## src/rtl/prog_loader.sv

```systemverilog
// Serial in-circuit programming slave: decodes the PGC/PGD two-wire protocol into
// program-memory writes, readback frames and bulk erase, holding the CPU while active.
module prog_loader #(
  parameter int PIC_INSTR_WIDTH        = 12,
  parameter int PIC_INSTR_MEM_DEPTH    = 256,
  parameter int L2_PIC_INSTR_MEM_DEPTH = 8,
  parameter logic [PIC_INSTR_WIDTH-1:0] ERASE_VALUE = 12'hFFF
) (
  input  logic                              clk,
  input  logic                              rst,
  input  logic                              prog_en,
  input  logic                              pgc,
  input  logic                              pgd_in,
  output logic                              pgd_out,
  output logic                              pgd_oe,
  output logic [L2_PIC_INSTR_MEM_DEPTH-1:0] mem_addr,
  output logic [PIC_INSTR_WIDTH-1:0]        mem_wdata,
  output logic                              mem_we,
  input  logic [PIC_INSTR_WIDTH-1:0]        mem_rdata,
  output logic                              cpu_hold,
  output logic                              busy
);

  localparam int AW      = L2_PIC_INSTR_MEM_DEPTH;
  localparam int FRAME_W = PIC_INSTR_WIDTH + 4;

  localparam logic [5:0] CMD_LOAD  = 6'h02;
  localparam logic [5:0] CMD_READ  = 6'h04;
  localparam logic [5:0] CMD_INCR  = 6'h06;
  localparam logic [5:0] CMD_PROG  = 6'h08;
  localparam logic [5:0] CMD_ERASE = 6'h09;

  localparam logic [4:0]    CMD_LAST_BIT   = 5'd5;
  localparam logic [4:0]    FRAME_LAST_BIT = 5'(FRAME_W - 1);
  localparam logic [4:0]    BIT_ONE        = 5'd1;
  localparam logic [AW-1:0] ADDR_LAST      = AW'(PIC_INSTR_MEM_DEPTH - 1);
  localparam logic [AW-1:0] ADDR_ONE       = AW'(1);

  typedef enum logic [2:0] {
    IDLE,
    CMD,
    LOAD,
    RD_FETCH,
    RD_SHIFT,
    ERASE
  } state_t;

  // Two-flop synchronizers for the asynchronous programmer pins: bit 0 = pgc, bit 1 = pgd.
  logic [1:0] pin_raw;
  logic [1:0] pin_sync;
  assign pin_raw = {pgd_in, pgc};

  for (genvar gi = 0; gi < 2; gi++) begin : g_sync
    logic s1_reg;
    logic s2_reg;
    always_ff @(posedge clk) begin
      if (rst) begin
        s1_reg <= 1'b0;
        s2_reg <= 1'b0;
      end else begin
        s1_reg <= pin_raw[gi];
        s2_reg <= s1_reg;
      end
    end
    assign pin_sync[gi] = s2_reg;
  end

  logic pgc_prev_reg;
  logic pgc_fall;
  logic pgc_rise;
  assign pgc_fall = pgc_prev_reg & ~pin_sync[0];
  assign pgc_rise = ~pgc_prev_reg & pin_sync[0];

  state_t                     state_reg, state_next;
  logic [AW-1:0]              addr_reg, addr_next;
  logic [AW-1:0]              erase_cnt_reg, erase_cnt_next;
  logic [PIC_INSTR_WIDTH-1:0] latch_reg, latch_next;
  logic [FRAME_W-1:0]         shift_reg, shift_next;
  logic [4:0]                 bit_cnt_reg, bit_cnt_next;
  logic                       fetch_ph_reg, fetch_ph_next;
  logic                       prog_we_reg, prog_we_next;
  logic                       cpu_hold_reg;

  logic [FRAME_W-1:0] shift_in;
  logic [5:0]         cmd_code;
  assign shift_in = {pin_sync[1], shift_reg[FRAME_W-1:1]};
  assign cmd_code = shift_in[FRAME_W-1 -: 6];

  always_comb begin
    state_next     = state_reg;
    addr_next      = addr_reg;
    erase_cnt_next = erase_cnt_reg;
    latch_next     = latch_reg;
    shift_next     = shift_reg;
    bit_cnt_next   = bit_cnt_reg;
    fetch_ph_next  = fetch_ph_reg;
    prog_we_next   = 1'b0;

    unique case (state_reg)
      IDLE: begin
        if (prog_en) begin
          state_next   = CMD;
          addr_next    = '0;
          bit_cnt_next = '0;
          shift_next   = '0;
        end
      end
      CMD: begin
        if (pgc_fall) begin
          shift_next   = shift_in;
          bit_cnt_next = bit_cnt_reg + BIT_ONE;
          if (bit_cnt_reg == CMD_LAST_BIT) begin
            bit_cnt_next = '0;
            shift_next   = '0;
            case (cmd_code)
              CMD_LOAD: state_next = LOAD;
              CMD_READ: begin
                state_next    = RD_FETCH;
                fetch_ph_next = 1'b0;
              end
              CMD_INCR: addr_next = (addr_reg == ADDR_LAST) ? '0 : addr_reg + ADDR_ONE;
              CMD_PROG: prog_we_next = 1'b1;
              CMD_ERASE: begin
                state_next     = ERASE;
                erase_cnt_next = '0;
              end
              default: ;
            endcase
          end
        end
      end
      LOAD: begin
        if (pgc_fall) begin
          shift_next   = shift_in;
          bit_cnt_next = bit_cnt_reg + BIT_ONE;
          if (bit_cnt_reg == FRAME_LAST_BIT) begin
            // Frame bit 0 is the start bit; the data word sits in bits 1..W.
            latch_next   = shift_in[PIC_INSTR_WIDTH:1];
            state_next   = CMD;
            bit_cnt_next = '0;
            shift_next   = '0;
          end
        end
      end
      RD_FETCH: begin
        // Phase 0 presents the address; phase 1 captures the registered read data.
        fetch_ph_next = 1'b1;
        if (fetch_ph_reg) begin
          shift_next   = {3'b000, mem_rdata, 1'b0};
          bit_cnt_next = '0;
          state_next   = RD_SHIFT;
        end
      end
      RD_SHIFT: begin
        // Bit 0 is already on the pin, so the first rising edge must not advance.
        if (pgc_rise && bit_cnt_reg != '0) begin
          shift_next = {1'b0, shift_reg[FRAME_W-1:1]};
        end
        if (pgc_fall) begin
          bit_cnt_next = bit_cnt_reg + BIT_ONE;
          if (bit_cnt_reg == FRAME_LAST_BIT) begin
            state_next   = CMD;
            bit_cnt_next = '0;
            shift_next   = '0;
          end
        end
      end
      ERASE: begin
        if (erase_cnt_reg == ADDR_LAST) begin
          state_next   = CMD;
          bit_cnt_next = '0;
          shift_next   = '0;
        end else begin
          erase_cnt_next = erase_cnt_reg + ADDR_ONE;
        end
      end
      default: state_next = IDLE;
    endcase

    // Losing the programming request aborts whatever frame or erase is in flight.
    if (!prog_en && state_reg != IDLE) begin
      state_next   = IDLE;
      prog_we_next = 1'b0;
      latch_next   = latch_reg;
      addr_next    = addr_reg;
    end
  end

  always_ff @(posedge clk) begin
    if (rst) begin
      state_reg     <= IDLE;
      addr_reg      <= '0;
      erase_cnt_reg <= '0;
      latch_reg     <= '0;
      shift_reg     <= '0;
      bit_cnt_reg   <= '0;
      fetch_ph_reg  <= 1'b0;
      prog_we_reg   <= 1'b0;
      cpu_hold_reg  <= 1'b0;
      pgc_prev_reg  <= 1'b0;
    end else begin
      state_reg     <= state_next;
      addr_reg      <= addr_next;
      erase_cnt_reg <= erase_cnt_next;
      latch_reg     <= latch_next;
      shift_reg     <= shift_next;
      bit_cnt_reg   <= bit_cnt_next;
      fetch_ph_reg  <= fetch_ph_next;
      prog_we_reg   <= prog_we_next;
      cpu_hold_reg  <= (state_reg != IDLE);
      pgc_prev_reg  <= pin_sync[0];
    end
  end

  assign busy      = (state_reg == ERASE);
  assign mem_we    = prog_we_reg | busy;
  assign mem_addr  = busy ? erase_cnt_reg : addr_reg;
  assign mem_wdata = busy ? ERASE_VALUE : latch_reg;
  assign pgd_oe    = (state_reg == RD_SHIFT);
  assign pgd_out   = pgd_oe & shift_reg[0];
  assign cpu_hold  = cpu_hold_reg;

endmodule

```

## config.mk

```make
export PLATFORM = sky130hd
export DESIGN_NAME = prog_loader
export DESIGN_NICKNAME = d
export VERILOG_FILES = /design/src/rtl/prog_loader.sv
export SDC_FILE = /design/constraint.sdc
export NUM_CORES = 1
export LEC_CHECK = 0
export CORE_AREA = 2 2 78 80
export CTS_CLUSTER_DIAMETER = 150
export CTS_CLUSTER_SIZE = 12
export DETAILED_ROUTE_END_ITERATION = 6
export DIE_AREA = 0 0 80 82
export GPL_TIMING_DRIVEN = 0
export PLACE_DENSITY = 0.95
export SYNTH_ARGS = -nofsm -noshare
export SYNTH_HDL_FRONTEND = slang
export SYNTH_SLANG_ARGS = --single-unit
```

## constraint.sdc

```tcl
create_clock -name clk -period 6.1 [get_ports clk]
set_input_delay 0.915 -clock clk [delete_from_list [all_inputs] [get_ports clk]]
set_output_delay 0.915 -clock clk [all_outputs]
set_load 0.05 [all_outputs]
```

======== After elaboration in Yosys (flattened, before gate mapping) ========
Index checks and enable logic that the tools add are counted.
cells by class
  add/sub/neg operators ................... 3
  equality and inequality tests ........... 27
  mux-type cells .......................... 46
  bitwise logic cells ..................... 10
  reduce and logical (&&, ||, !) cells .... 21
operators with widths
  kind                   number
  $mux W16               10
  $pmux W16 S6           1
  $mux W8                10
  $mux W5                7
  $pmux W8 S2            2
  $pmux W5 S5            1
  $mux W3                7
  $reduce_and A6 Y1      3
  $add A8 B1 Y8 const B  2
  $eq A8 B8 Y1 const B   2
  $pmux W3 S5            1
  $eq A6 B3 Y1 const B   2
  $eq A6 B4 Y1 const B   2
  $mux W12               1
  $ne A2 B1 Y1 const B   6
  $ne A2 B2 Y1 const B   6
  $reduce_bool A5 Y1     2
  $pmux W3 S3            1
  $reduce_and A4 Y1      2
  $reduce_and A8 Y1      1
  $eq A3 B2 Y1 const B   2
  $eq A3 B3 Y1 const B   2
  $eq A6 B2 Y1 const B   1
  $not A1 Y1             6
  other kinds (18)       27
word-level totals
  register bits after elaboration ......... 60
  output and inout port bits .............. 25

======== Logic depth before layout (Yosys ltp) ========
  depth after elaboration ................. 7
  mapped depth ............................ 10

======== Least setup slack after synthesis ========
Ideal clock, no wire load.
  path type ............................... register -> output
  from .................................... register state_reg[0]
  to ...................................... output port mem_addr[0]
  data arrival time ....................... 2.021 ns
  data required time ...................... 5.185 ns
  path slack .............................. 3.164 ns
  cell stages (with the launch flop) ...... 8
  buffers on the path ..................... 3
  cells stage by stage .................... dfxtp_1 > buf_2 > nand2_1 > inv_1 > clkbuf_1 > buf_1 > nand2_1 > nand2_1
between the ends
  cells in the longest elaborated chain, start to end .. 2
RTL lines
  what                    line  source
  start, declared         74    state_t state_reg, state_next;
  start signal, assigned  202   state_reg <= state_next;
  $eq A3 B3 Y1            215   assign busy = (state_reg == ERASE);
  named net busy          21    output logic busy
  $mux W8                 217   assign mem_addr = busy ? erase_cnt_reg : addr_reg;
  end, declared           16    output logic [L2_PIC_INSTR_MEM_DEPTH-1:0] mem_addr,
The timed path passes the listed nets, and every way through them passes these cells.

======== Worst setup path in the final report ========
  from .................................... register state_reg[1]
  to ...................................... output port mem_addr[6]
between the ends
  cells in the longest elaborated chain, start to end .. 2
RTL lines
  what          line
  $eq A3 B3 Y1  215
  $mux W8       217
Every way passes these cells.

==> impl_metrics.toml <==
[floorplanning]
core_um2 = 5750
start_util_pct = 58.1
rows = 28
die_w_um = 80
num_io_pins = 42
die_y_um = 82
dieArea_um2 = 6560

[synthesis]
synth-seq-area-share_pct = 36.0
async_flop_share_pct = 0
ys.flop_type = "dfxtp_1"
yosysTopAreaCell = "dfxtp_1"
synth_top_cell_area_share_pct = 36.0
yosys_warnings = 0
yosysUniqueCellTypes = 66
netlist_area_um2 = 3340
ys_top_cells_by_area = "dfxtp_1, nand2_1, o2bb2ai_2"
synth_edf_count = 0
syn_avg_cell_area_um2 = 8.76
synth_seq_cells = 60
synthCells = 381
syn-num-nets = 405

[setup_path]
worstSetupPathType = "register to output port"
r2r_slack_ns = 3.48
slowest_stage = "clkdlybuf4s50_1"
crit_family = "buffers and inverters"
crit_path_frequent_cell = "nand2_1"
crit_chain = "nor2b_1, nand2_1, inv_1, clkbuf_1, buf_1, nand2_1, nand2_1, clkdlybuf4s50_1"
required_ns = 5.18
worstPathMaxFanout = 10
end_kind = "output port"
crit_buf_inv = 4
critPathMaxStageDelay_ns = 0.79
crit_path_start_kind = "register"
cp.arrival_ns = 2.92

[timing]
timing.fmax_mhz = 261
hold_slack_ns = 0.442
slew_headroom_pct = 48.7
slew_viol_final = 0
worst_pin_slew_ns = 0.770
setup_viol = 0
finalCritPeriodShare_pct = 62.9
hold_viol_final = 0
setup_tns_ns = 0
clock_skew_ns = 0.00471
setup_slack_ns = 2.26
grt_setup_unrepaired = "no"
period_needed_ns = 3.84

[global_routing]
grt.total_usage_pct = 28.7
grt-ovfl-total = 0
grt_max_degree = 11
grt_first_pass_wirelength_um = 14500
antenna_found_initial = 0
grt_pass1_vias = 2996

[clock_network]
cts_max_path_buffers = 2
clk_pin_slew_ns = 0.06
clk_latency_ns = 0.35
cts_tree = "done"
post-cts-setup-buffer-count = 0
cts_buffers = 9
cts.sinks = 60
htreeDepth = 3
clockRootBuffer = "clkbuf_8"
ctsHoldBuffers = 0
cts_resized = 0

[place]
io_buffers = 41
place_area_um2 = 3840
hpwl_um = 6130
place.gp.congestion = 0.904
pre_cts_slack_ns = 2.69

[power_and_ir_drop]
power_density_nw_per_um2 = 282
leakagePower_nw = 1.60
ir_drop_v = 0.000197
clockPowerShare_pct = 33.9
seqPwrFrac_pct = 36.8
p_int_mw = 0.760
p_switching_mw = 0.388
comb_power_share_pct = 29.3
p_sw_share_pct = 33.8
power.total_mw = 1.15

[layout]
fin_area_um2 = 4070
final_nets = 457
diodes = 0
final_cell_mix = "dfxtp_1, nand2_1, clkdlybuf4s50_1"
largest_register_ffs = 16
area_growth_pct = 21.7
final_common_cell = "dfxtp_1"
drive_gt1_share_pct = 14.6

[drt]
vias_per_cell = 6.31
routedWlPerCell_um = 17.5
first_pass_iters = 6
ant_nets = 0
wl_um = 8980
vias = 3238
post-route-drc-count = 0
drtIter0Drc = 338

[run_status]
outcome = "complete, no violations"

[hold_path]
hold_class = "register to register"

[run]
cap_viol_max_count = 0
## metal layers
layer	up-vias	GRT usage (%)	wire length, µm
li1	1523	-	-
met1	1521	35.9	3770
met2	173	46.8	4240
met3	21	7.69	782
met4	0	12.2	187
met5	-	0	0
## worst register-to-register path: cells and delay by family (launching register included)
kind	cells	cell delay [ns]
buffers and inverters	2	0.31
DFF	1	0.45
and+or+nand+nor	2	0.21
AOI/OAI and AO/OA	4	1.07
adders and majority gates	2	0.47
## power by group through the flow
| stage | clock, mW | sequential, mW | combinational (mW) |
|---|---|---|---|
| 6_report | 0.389 | 0.423 | 0.336 |
| 5_1_grt | 0.409 | 0.425 | 0.367 |
| 4_1_cts | 0.391 | 0.422 | 0.332 |
| 3_5_place_dp | 0 | 0.431 | 0.327 |
| 3_3_place_gp | 0 | 0.428 | 0.318 |
| 2_1_floorplan | 0 | 0.433 | 0.241 |
## path summary, 6_finish.rpt
kind / startpoint / endpoint / cells past startpoint
setup reg to reg: bit_cnt_reg[0] / shift_reg[6] / 10
hold / removal: g_sync[1].s1_reg / g_sync[1].s2_reg / 1
setup / recovery: state_reg[1] / mem_addr[6] / 8
hold reg to reg: g_sync[1].s1_reg / g_sync[1].s2_reg / 1
## synthesized netlist by cell type (7+ instances only)
cell,n
ha_1,7
nand3_1,12
nor2_1,33
o2bb2ai_2,10
a21oi_1,18
o21ai_0,13
mux2i_1,14
buf_2,7
or2_2,13
dfxtp_1,60
nor3_1,7
nand2_1,44
a222oi_1,12
nor2b_1,9
inv_1,10
clkbuf_1,11
## cells by family (layout without fill, tap and decap cells)
family,count (synthesis),count (layout),share of synthesized area [%]
and+or+nand+nor,165,165,27.0
AOI/OAI and AO/OA,100,100,25.2
DFF,60,60,36.0
buffers and inverters,33,90,4.53
muxes,14,14,4.20
adders and majority gates,7,7,2.62
xor gates and xnor gates,2,2,0.525
## final cells by class
type                            instances  area [µm²]
Tap cell                               75        93.8
Multi-Input combinational cell        288        1990
Sequential cell                        60        1200
Clock buffer                           13         179
Timing Repair Buffer                   41         410
Fill cell                             430        1680
Buffer                                 23         114
Clock inverter                          3        42.5
Inverter                               10        37.5
## metrics by stage
stage	utilization, %	instances
6_report	70.8	513
5_1_grt	70.8	513
4_1_cts	70.8	513
3_5_place_dp	66.9	497
3_3_place_gp	66.9	497
2_1_floorplan	-	381
Note: power is estimated with default switching activity, not from simulation.
